**config.mk**
```make
export PLATFORM = sky130hd
export DESIGN_NAME = csr_trap_ctrl
export DESIGN_NICKNAME = d
export VERILOG_FILES = /design/src/rtl/csr_trap_ctrl.sv
export SDC_FILE = /design/constraint.sdc
export NUM_CORES = 1
export LEC_CHECK = 0
export ABC_AREA = 1
export ABC_CLOCK_PERIOD_IN_PS = 3600
export CAP_MARGIN = 20
export CORE_ASPECT_RATIO = 0.6
export CORE_UTILIZATION = 47
export CTS_CLUSTER_SIZE = 30
export DETAILED_ROUTE_END_ITERATION = 10
export PLACE_DENSITY = 0.87
export SYNTH_ARGS = -nofsm -noshare
export SYNTH_HDL_FRONTEND = slang
export SYNTH_SLANG_ARGS = --single-unit
export TNS_END_PERCENT = 100
```
**constraint.sdc**
```tcl
create_clock -name clock -period 3.6 [get_ports clock]
set_input_delay 0.72 -clock clock [delete_from_list [all_inputs] [get_ports clock]]
set_output_delay 0.72 -clock clock [all_outputs]
set_load 0.005 [all_outputs]
```
**src/rtl/csr_trap_ctrl.sv**
```systemverilog
// csr_trap_ctrl
//   Multi-cycle CSR/trap sequencer sitting between execute and the CSR file.
//   Accepts one CSRRW/CSRRS/CSRRC/ECALL/MRET per handshake, performs the CSR
//   read-modify-write or trap update, then returns the old CSR value for rd
//   and/or a PC redirect (mtvec for ECALL, mepc for MRET).
// Ports
//   clock, reset                 clock; synchronous active-high reset
//   in_valid/in_ready            request handshake (ready only when idle)
//   in_op/in_pc/in_csr_addr      operation, instruction PC, CSR address
//   in_src/in_src_zero           rs1/uimm operand and its "index is zero" flag
//   csr_addr_o/csr_wdata_o       CSR file address and write data (held when idle)
//   csr_type_o                   0 idle, TYPE_WRITE, TYPE_ECALL (one cycle per write)
//   csr_mepc_o/csr_mcause_o      trap values written on ECALL
//   csr_rdata_i                  combinational read of csr_addr_o
//   csr_mtvec_i/csr_mepc_i       current mtvec / mepc
//   out_valid/out_ready          result handshake, result held until accepted
//   out_rd_data/out_rd_wen       old CSR value and rd write enable (CSR ops)
//   redirect_en/redirect_pc      fetch redirect, qualified by out_valid
module csr_trap_ctrl #(
  parameter int unsigned                DATA_WIDTH  = 32,
  parameter logic [2:0]                 TYPE_WRITE  = 3'b001,
  parameter logic [2:0]                 TYPE_ECALL  = 3'b110,
  parameter logic [DATA_WIDTH-1:0]      ECALL_CAUSE = DATA_WIDTH'(11)
) (
  input  logic                  clock,
  input  logic                  reset,
  input  logic                  in_valid,
  output logic                  in_ready,
  input  logic [2:0]            in_op,
  input  logic [DATA_WIDTH-1:0] in_pc,
  input  logic [11:0]           in_csr_addr,
  input  logic [DATA_WIDTH-1:0] in_src,
  input  logic                  in_src_zero,
  output logic [11:0]           csr_addr_o,
  output logic [DATA_WIDTH-1:0] csr_wdata_o,
  output logic [2:0]            csr_type_o,
  output logic [DATA_WIDTH-1:0] csr_mepc_o,
  output logic [DATA_WIDTH-1:0] csr_mcause_o,
  input  logic [DATA_WIDTH-1:0] csr_rdata_i,
  input  logic [DATA_WIDTH-1:0] csr_mtvec_i,
  input  logic [DATA_WIDTH-1:0] csr_mepc_i,
  output logic                  out_valid,
  input  logic                  out_ready,
  output logic [DATA_WIDTH-1:0] out_rd_data,
  output logic                  out_rd_wen,
  output logic                  redirect_en,
  output logic [DATA_WIDTH-1:0] redirect_pc
);

  typedef enum logic [2:0] {
    S_IDLE,
    S_READ,
    S_WRITE,
    S_TRAP,
    S_RESP
  } state_e;

  typedef enum logic [2:0] {
    OP_CSRRW = 3'b001,
    OP_CSRRS = 3'b010,
    OP_CSRRC = 3'b011,
    OP_ECALL = 3'b100,
    OP_MRET  = 3'b101
  } op_e;

  state_e                state_q, state_d;
  logic [2:0]            op_q, op_d;
  logic [DATA_WIDTH-1:0] pc_q, pc_d;
  logic [11:0]           addr_q, addr_d;
  logic [DATA_WIDTH-1:0] src_q, src_d;
  logic                  src_zero_q, src_zero_d;
  logic [DATA_WIDTH-1:0] old_q, old_d;
  logic [DATA_WIDTH-1:0] wdata_q, wdata_d;
  logic [DATA_WIDTH-1:0] redir_pc_q, redir_pc_d;

  logic                  run;
  logic                  is_csr_op;
  logic                  is_redir_op;
  logic                  wr_en;
  logic [DATA_WIDTH-1:0] new_val;

  assign is_csr_op   = (op_q == OP_CSRRW) || (op_q == OP_CSRRS) || (op_q == OP_CSRRC);
  assign is_redir_op = (op_q == OP_ECALL) || (op_q == OP_MRET);
  // CSRRS/CSRRC with a zero source must not write (no side effects on the CSR).
  assign wr_en       = (op_q == OP_CSRRW) || !src_zero_q;

  always_comb begin
    new_val = src_q;
    case (op_q)
      OP_CSRRS: new_val = csr_rdata_i | src_q;
      OP_CSRRC: new_val = csr_rdata_i & ~src_q;
      default:  new_val = src_q;
    endcase
  end

  always_ff @(posedge clock) begin
    if (reset) begin
      state_q    <= S_IDLE;
      op_q       <= '0;
      pc_q       <= '0;
      addr_q     <= '0;
      src_q      <= '0;
      src_zero_q <= 1'b0;
      old_q      <= '0;
      wdata_q    <= '0;
      redir_pc_q <= '0;
    end else begin
      state_q    <= state_d;
      op_q       <= op_d;
      pc_q       <= pc_d;
      addr_q     <= addr_d;
      src_q      <= src_d;
      src_zero_q <= src_zero_d;
      old_q      <= old_d;
      wdata_q    <= wdata_d;
      redir_pc_q <= redir_pc_d;
    end
  end

  always_comb begin
    state_d    = state_q;
    op_d       = op_q;
    pc_d       = pc_q;
    addr_d     = addr_q;
    src_d      = src_q;
    src_zero_d = src_zero_q;
    old_d      = old_q;
    wdata_d    = wdata_q;
    redir_pc_d = redir_pc_q;

    case (state_q)
      S_IDLE: begin
        if (in_valid) begin
          op_d       = in_op;
          pc_d       = in_pc;
          src_d      = in_src;
          src_zero_d = in_src_zero;
          case (in_op)
            OP_CSRRW, OP_CSRRS, OP_CSRRC: begin
              // Only CSR ops move the CSR address so it keeps pointing at the
              // last accessed register otherwise.
              addr_d  = in_csr_addr;
              state_d = S_READ;
            end
            OP_ECALL: state_d = S_TRAP;
            OP_MRET: begin
              redir_pc_d = csr_mepc_i;
              state_d    = S_RESP;
            end
            default: state_d = S_RESP;
          endcase
        end
      end
      S_READ: begin
        // Write data is registered here so csr_wdata_o stays put after the write.
        old_d = csr_rdata_i;
        if (wr_en) begin
          wdata_d = new_val;
        end
        state_d = S_WRITE;
      end
      S_WRITE: state_d = S_RESP;
      S_TRAP: begin
        redir_pc_d = csr_mtvec_i;
        state_d    = S_RESP;
      end
      S_RESP: begin
        if (out_ready) begin
          state_d = S_IDLE;
        end
      end
      default: state_d = S_IDLE;
    endcase
  end

  // Outputs are masked during reset so a write in flight is squashed in the
  // very cycle reset is asserted.
  assign run = !reset;

  always_comb begin
    in_ready     = run && (state_q == S_IDLE);
    csr_addr_o   = addr_q;
    csr_wdata_o  = wdata_q;
    csr_type_o   = '0;
    csr_mepc_o   = '0;
    csr_mcause_o = '0;
    out_valid    = 1'b0;
    out_rd_data  = '0;
    out_rd_wen   = 1'b0;
    redirect_en  = 1'b0;
    redirect_pc  = '0;
    if (run) begin
      case (state_q)
        S_WRITE: begin
          if (wr_en) begin
            csr_type_o = TYPE_WRITE;
          end
        end
        S_TRAP: begin
          csr_type_o   = TYPE_ECALL;
          csr_mepc_o   = pc_q;
          csr_mcause_o = ECALL_CAUSE;
        end
        S_RESP: begin
          out_valid = 1'b1;
          if (is_csr_op) begin
            out_rd_data = old_q;
            out_rd_wen  = 1'b1;
          end
          if (is_redir_op) begin
            redirect_en = 1'b1;
            redirect_pc = redir_pc_q;
          end
        end
        default: ;
      endcase
    end
  end

endmodule

```
==> flow_summary.yaml, run 1 <==
power_and_ir_drop:
  peakVddDrop_mv: 0.284
  p_seq_frac: 0.449
  combinationalPowerShare: 0.177
  switching_share: 0.292
  p_int_w: 0.00347
  switchingPower_w: 0.00143
  cellPowerDensity_mw_per_mm2: 399
  pwr-share-clk: 0.373
  leakagePower_nw: 5.00
clock_network:
  clock_latency_ns: 0.42
  clk_root_buffer_cell: "clkbuf_16"
  cts.sinks: 179
  clk_pin_slew_ns: 0.07
  cts_hold_buffers: 0
  ctsResizeCount: 0
  cts_tree: "built"
  post-cts-setup-buffer-count: 0
  cts_buffers: 17
  clk_path_buf_depth: 2
  htree_levels: 4
routing:
  vias_per_cell: 4.99
  drt_iter0_drc: 640
  via_count: 8907
  ant_nets: 0
  dr.pass1.iters: 5
  drc_errors: 0
  wl_per_cell_microns: 14.6
  wl_mm: 26.0
synth:
  synthFlopType: "dfxtp_1"
  ys_warn_count: 0
  synth_top_area_frac: 0.421
  synth_top_cell_by_area: "dfxtp_1"
  yosys_register_bits: 179
  synth.most_common_cell: "inv_1"
  syn-cell-area_sq_mm: 0.00851
  syn_avg_cell_area_sq_um: 6.71
  synth_seq_area_share: 0.421
  synth_top_cells_by_count: "inv_1 (202), a21oi_1 (199), dfxtp_1 (179)"
  synth_area_leaders: "dfxtp_1 (42%), a21oi_1 (12%), inv_1 (8.9%), nand2_1 (7.5%), nor2_1 (6.5%)"
  synthCells: 1267
  synth_edf_count: 0
  async_flop_share: 0
  ys_types: 28
sta:
  finalMaxSlewViolations: 0
  setup_slack_ns: 0.295
  finalSetupViolCount: 0
  worst_hold_slack_ns: 0.455
  rsz0062_at_grt: "no"
  period_minus_slack_ns: 3.31
  timing.final.crit_share: 0.918
  hold_viol: 0
  setup-tns-final_ns: 0
  max_clock_freq_mhz: 303
  finalClockSkew_ns: 0.0192
  tightest_slew_ns: 0.976
  max-slew-margin-rel: 0.347
global_routing:
  grtUsageTotal: 0.271
  grt_overflow: 0
  grt_pass1_wl_mm: 40.7
  first_global_vias: 8167
  grt_max_degree: 176
  grt_antenna_before_repair: 0
placed_design:
  dpl-instance-area_sq_mm: 0.0117
  place_ws_ns: 0.336
  gp_congestion: 0.859
  port_buffers: 329
  post-dp-hpwl_mm: 18.2
finish:
  drive_gt1_frac: 0.0419
  synthToLayoutAreaGrowth_pct: 44.6
  design_area_sq_mm: 0.0123
  post-route-util: 0.707
  final_nets: 1717
  antenna_cells: 0
critical_path:
  start_kind: "primary input"
  cp_max_fo: 32
  critPathKind: "in2out"
  end_kind: "output port"
  worstPathArrival_ns: 2.59
  ff2ff_setup_slack_ns: 1.05
  required_ns: 2.88
die:
  die_h_microns: 106
  fp.dieW_microns: 176
  pin_count: 359
  rows: 37
  initial_core_util: 0.489
  core_sq_mm: 0.0174
  die_area_sq_mm: 0.0187
run:
  drv_cap: 0
worst_hold_path:
  holdCritPathClass: "reg2reg"
outcome:
  status: "finished, final reports clean"
[per-stage QoR]
stage	power, W	instances
2_1_floorplan	0.00273	1295
3_3_place_gp	0.00308	1752
3_5_place_dp	0.00311	1752
4_1_cts	0.00493	1784
5_1_grt	0.00514	1784
6_report	0.00490	1784
[worst paths after layout]
path / start / to / depth (start not counted)
worst max-delay path: reset / csr_mepc_o[8] / 6
worst min-delay path: old_q[20]$_SDFFE_PP0P_ / old_q[20]$_SDFFE_PP0P_ / 2
worst max register to register: state_q[2]$_SDFFE_PP0P_ / csr_wdata_o[28]$_SDFFE_PP0P_ / 8
worst min register to register: old_q[20]$_SDFFE_PP0P_ / old_q[20]$_SDFFE_PP0P_ / 2
[kinds of logic after synthesis]
| group | Yosys count | synth area share |
|---|---|---|
| buffers and inverters | 332 | 0.171 |
| and+or+nand+nor | 442 | 0.222 |
| other | 1 | 0.000441 |
| AOI/OAI and AO/OA | 313 | 0.186 |
| DFF | 179 | 0.421 |
[final cells by class]
cell class	instances	area, sq um
inverters	208	783
multi-input cells	784	3580
flip-flops and latches	179	3580
fillers	1437	5100
repair buffers	347	3470
clock inverters	14	166
well taps	234	293
clock buffers	18	429
[critical path, stage by stage]
cell             delay (ns)
clkdlybuf4s50_1        0.47
buf_4                  0.19
nor2_1                 0.23
inv_2                  0.26
nor2_1                 0.18
clkdlybuf4s50_1        0.52
[metal layers]
layer / track usage / vias to the layer above / share of wire
met5: 0 / - / 0
met4: 0.0621 / 0 / 0.014
met3: 0.0708 / 28 / 0.077
met2: 0.460 / 323 / 0.47
met1: 0.345 / 4068 / 0.43
li1: - / 4488 / -
[power by group through the flow]
stage | logic, W | clock network [W] | registers [W]
6_report | 0.000870 | 0.00183 | 0.00220
3_3_place_gp | 0.000844 | 0 | 0.00224
3_5_place_dp | 0.000861 | 0 | 0.00225
4_1_cts | 0.000867 | 0.00186 | 0.00220
5_1_grt | 0.000967 | 0.00195 | 0.00222
2_1_floorplan | 0.000492 | 0 | 0.00223
[sequential cells by signal, indices dropped and copies added, names as in the netlist]
register,cells
csr_wdata_o,32
src_q,32
src_zero_q,1
old_q,32
redir_pc_q,32
op_q,3
state_q,3
csr_addr_o,12
pc_q,32
[cells in the final DEF, fill, tap and decap left out, drive strengths merged]
cell type,synthesis,layout
a211oi,1,1
a21oi,199,199
buf,90,18
clkbuf,34,18
clkdlybuf4s50,0,329
clkinv,0,7
clkinvlp,0,1
conb,1,29
dfxtp,179,179
inv,208,214
nand2,174,174
nand3,71,71
nand4,33,33
nor2,150,150
nor3,13,13
nor4,1,1
o21ai,112,112
o21bai,1,1
(Power assumes the default switching activity.)
==> run 2: changes to the inputs <==
Settings changed: CAP_MARGIN 20 to 0, SLEW_MARGIN set to 20.
==> results of run 2 <==
No change in the layout: final DEF, timing and power equal those of run 1.
==> run 3: changes to the inputs <==
--- a/config.mk
+++ b/config.mk
@@ -7,11 +7,13 @@
 export LEC_CHECK = 0
 export ABC_AREA = 1
-export ABC_CLOCK_PERIOD_IN_PS = 3600
+export ABC_CLOCK_PERIOD_IN_PS = 3490
 export CAP_MARGIN = 0
+export CELL_PAD_IN_SITES_DETAIL_PLACEMENT = 1
+export CELL_PAD_IN_SITES_GLOBAL_PLACEMENT = 1
 export CORE_ASPECT_RATIO = 0.6
-export CORE_UTILIZATION = 47
+export CORE_UTILIZATION = 29
 export CTS_CLUSTER_SIZE = 30
 export DETAILED_ROUTE_END_ITERATION = 10
-export PLACE_DENSITY = 0.87
+export PLACE_DENSITY_LB_ADDON = 0.1
 export SLEW_MARGIN = 20
 export SYNTH_ARGS = -nofsm -noshare
==> constraint.sdc (replaced) <==
create_clock -name clock -period 3.49 [get_ports clock]
set_input_delay 0.5235 -clock clock [delete_from_list [all_inputs] [get_ports clock]]
set_output_delay 0.5235 -clock clock [all_outputs]
set_load 0.005 [all_outputs]
==> run 3 against run 2 <==
Effect of this change:
- sequential share of layout area decreased by 0.46 points
- flip-flop and latch count unchanged
- wire length increased by 17%
- highest routed layer unchanged
- largest power group unchanged
- power increased by 5.9%
- clock-buffer cell count increased by 1
- largest cell class is now multi-input gates
- via count about the same
==> flow_summary.yaml, run 3 (same netlist as run 1, synthesis figures left out) <==
critical_path:
  worstPathArrival_ns: 2.56
  critPathKind: "reg2out"
  cp_max_fo: 36
  end_kind: "output port"
  cp_top_family: "buffers and inverters"
  crit_cells: 6
  crit_buf_inv: 3
  reg2reg_depth: 9
  crit_slowest_cell: "clkdlybuf4s50_1"
  crit_top_cell: "nor2_1"
  critPathMaxStageDelay_ns: 0.53
  start_kind: "flip-flop"
  worstPathCellList: "buf_4 > nand3_2 > nor2_1 > inv_2 > nor2_1 > clkdlybuf4s50_1"
  required_ns: 2.97
die:
  pin_count: 359
  initial_core_util: 0.296
  die_h_microns: 135
  rows: 48
  die_area_sq_mm: 0.0300
  fp.dieW_microns: 223
  core_sq_mm: 0.0288
clock_network:
  htree_levels: 4
  cts_tree: "built"
  clk_root_buffer_cell: "clkbuf_16"
  clk_path_buf_depth: 2
  clk_pin_slew_ns: 0.07
  cts_hold_buffers: 0
  cts.sinks: 179
  clock_latency_ns: 0.44
  post-cts-setup-buffer-count: 0
  cts_buffers: 17
  ctsResizeCount: 0
routing:
  wl_per_cell_microns: 15.8
  vias_per_cell: 4.61
  ant_nets: 0
  dr.pass1.iters: 4
  wl_mm: 30.6
  drc_errors: 0
  drt_iter0_drc: 401
  via_count: 8902
power_and_ir_drop:
  peakVddDrop_mv: 0.291
  leakagePower_nw: 5.01
  cellPowerDensity_mw_per_mm2: 415
sta:
  setup-tns-final_ns: 0
  finalSetupViolCount: 0
  finalMaxSlewViolations: 0
  period_minus_slack_ns: 3.08
  tightest_slew_ns: 1.03
  finalClockSkew_ns: 0.00711
  hold_viol: 0
  rsz0062_at_grt: "no"
  worst_hold_slack_ns: 0.454
  timing.final.crit_share: 0.883
  max_clock_freq_mhz: 324
  max-slew-margin-rel: 0.316
  setup_slack_ns: 0.408
placed_design:
  place_ws_ns: 0.381
  post-dp-hpwl_mm: 21.4
  port_buffers: 329
  gp_congestion: 0.741
global_routing:
  grt_busiest_layer: "met2"
  grt_use_met3: 0.0503
  first_global_vias: 8541
  met1_usage: 0.272
  grt_use_met2: 0.314
  grt_pass1_wl_mm: 47.2
  grt_antenna_before_repair: 2
  grt_overflow: 0
  grtUsageTotal: 0.201
  grt_max_degree: 103
finish:
  synthToLayoutAreaGrowth_pct: 46.9
  final_cell_mix: "clkdlybuf4s50_1 (329), inv_1 (201), a21oi_1 (199), dfxtp_1 (179), nand2_1 (170)"
  final_nets: 1719
  drive_gt1_frac: 0.0445
  final_common_cell: "clkdlybuf4s50_1"
  post-route-util: 0.434
worst_hold_path:
  whs_path_depth: 2
  holdCritPathClass: "reg2reg"
run:
  drv_cap: 0
outcome:
  status: "finished, final reports clean"
run 3: cell types whose count changed in the layout (fill, tap and decap cells not counted), moves of 2 or more:
cell / change
clkinv_8: -5
clkinv_2: +4
buf_4: +3
bufinv_16: +3
inv_8: -3
clkinvlp_4: +2
diode_2: +2
inv_6: -2
run 3: worst reg2reg max path, cell delays in order (launching register included):
cell and delay (ns):
dfxtp_1 0.36, buf_4 0.43, inv_1 0.13, nand2_1 0.11, nor2_2 0.06, nand2_2 0.60, buf_4 0.44, nand2_1 0.11
nand2_1 0.08, a21oi_1 0.05
run 3: layout make-up:
class	count	area, sq um
Antenna cell	2	5.00
Clock buffer	19	443
Clock inverter	13	159
Fill cell	3589	16300
Inverter	208	783
Multi-Input combinational cell	784	3590
Sequential cell	179	3580
Tap cell	375	469
Timing Repair Buffer	349	3470
run 3: path summary, 6_finish.rpt:
check	start	end	slack, ns
max	state_q[1]$_SDFFE_PP0P_	csr_mepc_o[7]	0.41
min	old_q[29]$_SDFFE_PP0P_	old_q[29]$_SDFFE_PP0P_	0.45
max reg2reg	state_q[1]$_SDFFE_PP0P_	csr_wdata_o[8]$_SDFFE_PP0P_	1.02
min reg2reg	old_q[29]$_SDFFE_PP0P_	old_q[29]$_SDFFE_PP0P_	0.45
run 3: report_power, final:
| group | leakage (nW) | internal [W] | switching [W] |
|---|---|---|---|
| sequential | 1.47 | 0.00220 | 0.0000683 |
| combinational | 3.25 | 0.000405 | 0.000503 |
| clock | 0.289 | 0.00115 | 0.000865 |
run 3: stage by stage:
stage | power [W] | area [sq um] | std cells
after floorplan | 0.00281 | 8610 | 1295
after global placement | 0.00321 | 11900 | 1895
after detailed placement | 0.00323 | 11900 | 1895
after CTS | 0.00527 | 12500 | 1927
after global routing | 0.00546 | 12500 | 1929
final | 0.00519 | 12500 | 1929
run 3: layer usage:
layer  part of all wire  up-vias
met4              0.011        0
met5                  0        -
li1                   -     4488
met3              0.051       21
met2               0.45      169
met1               0.48     4224
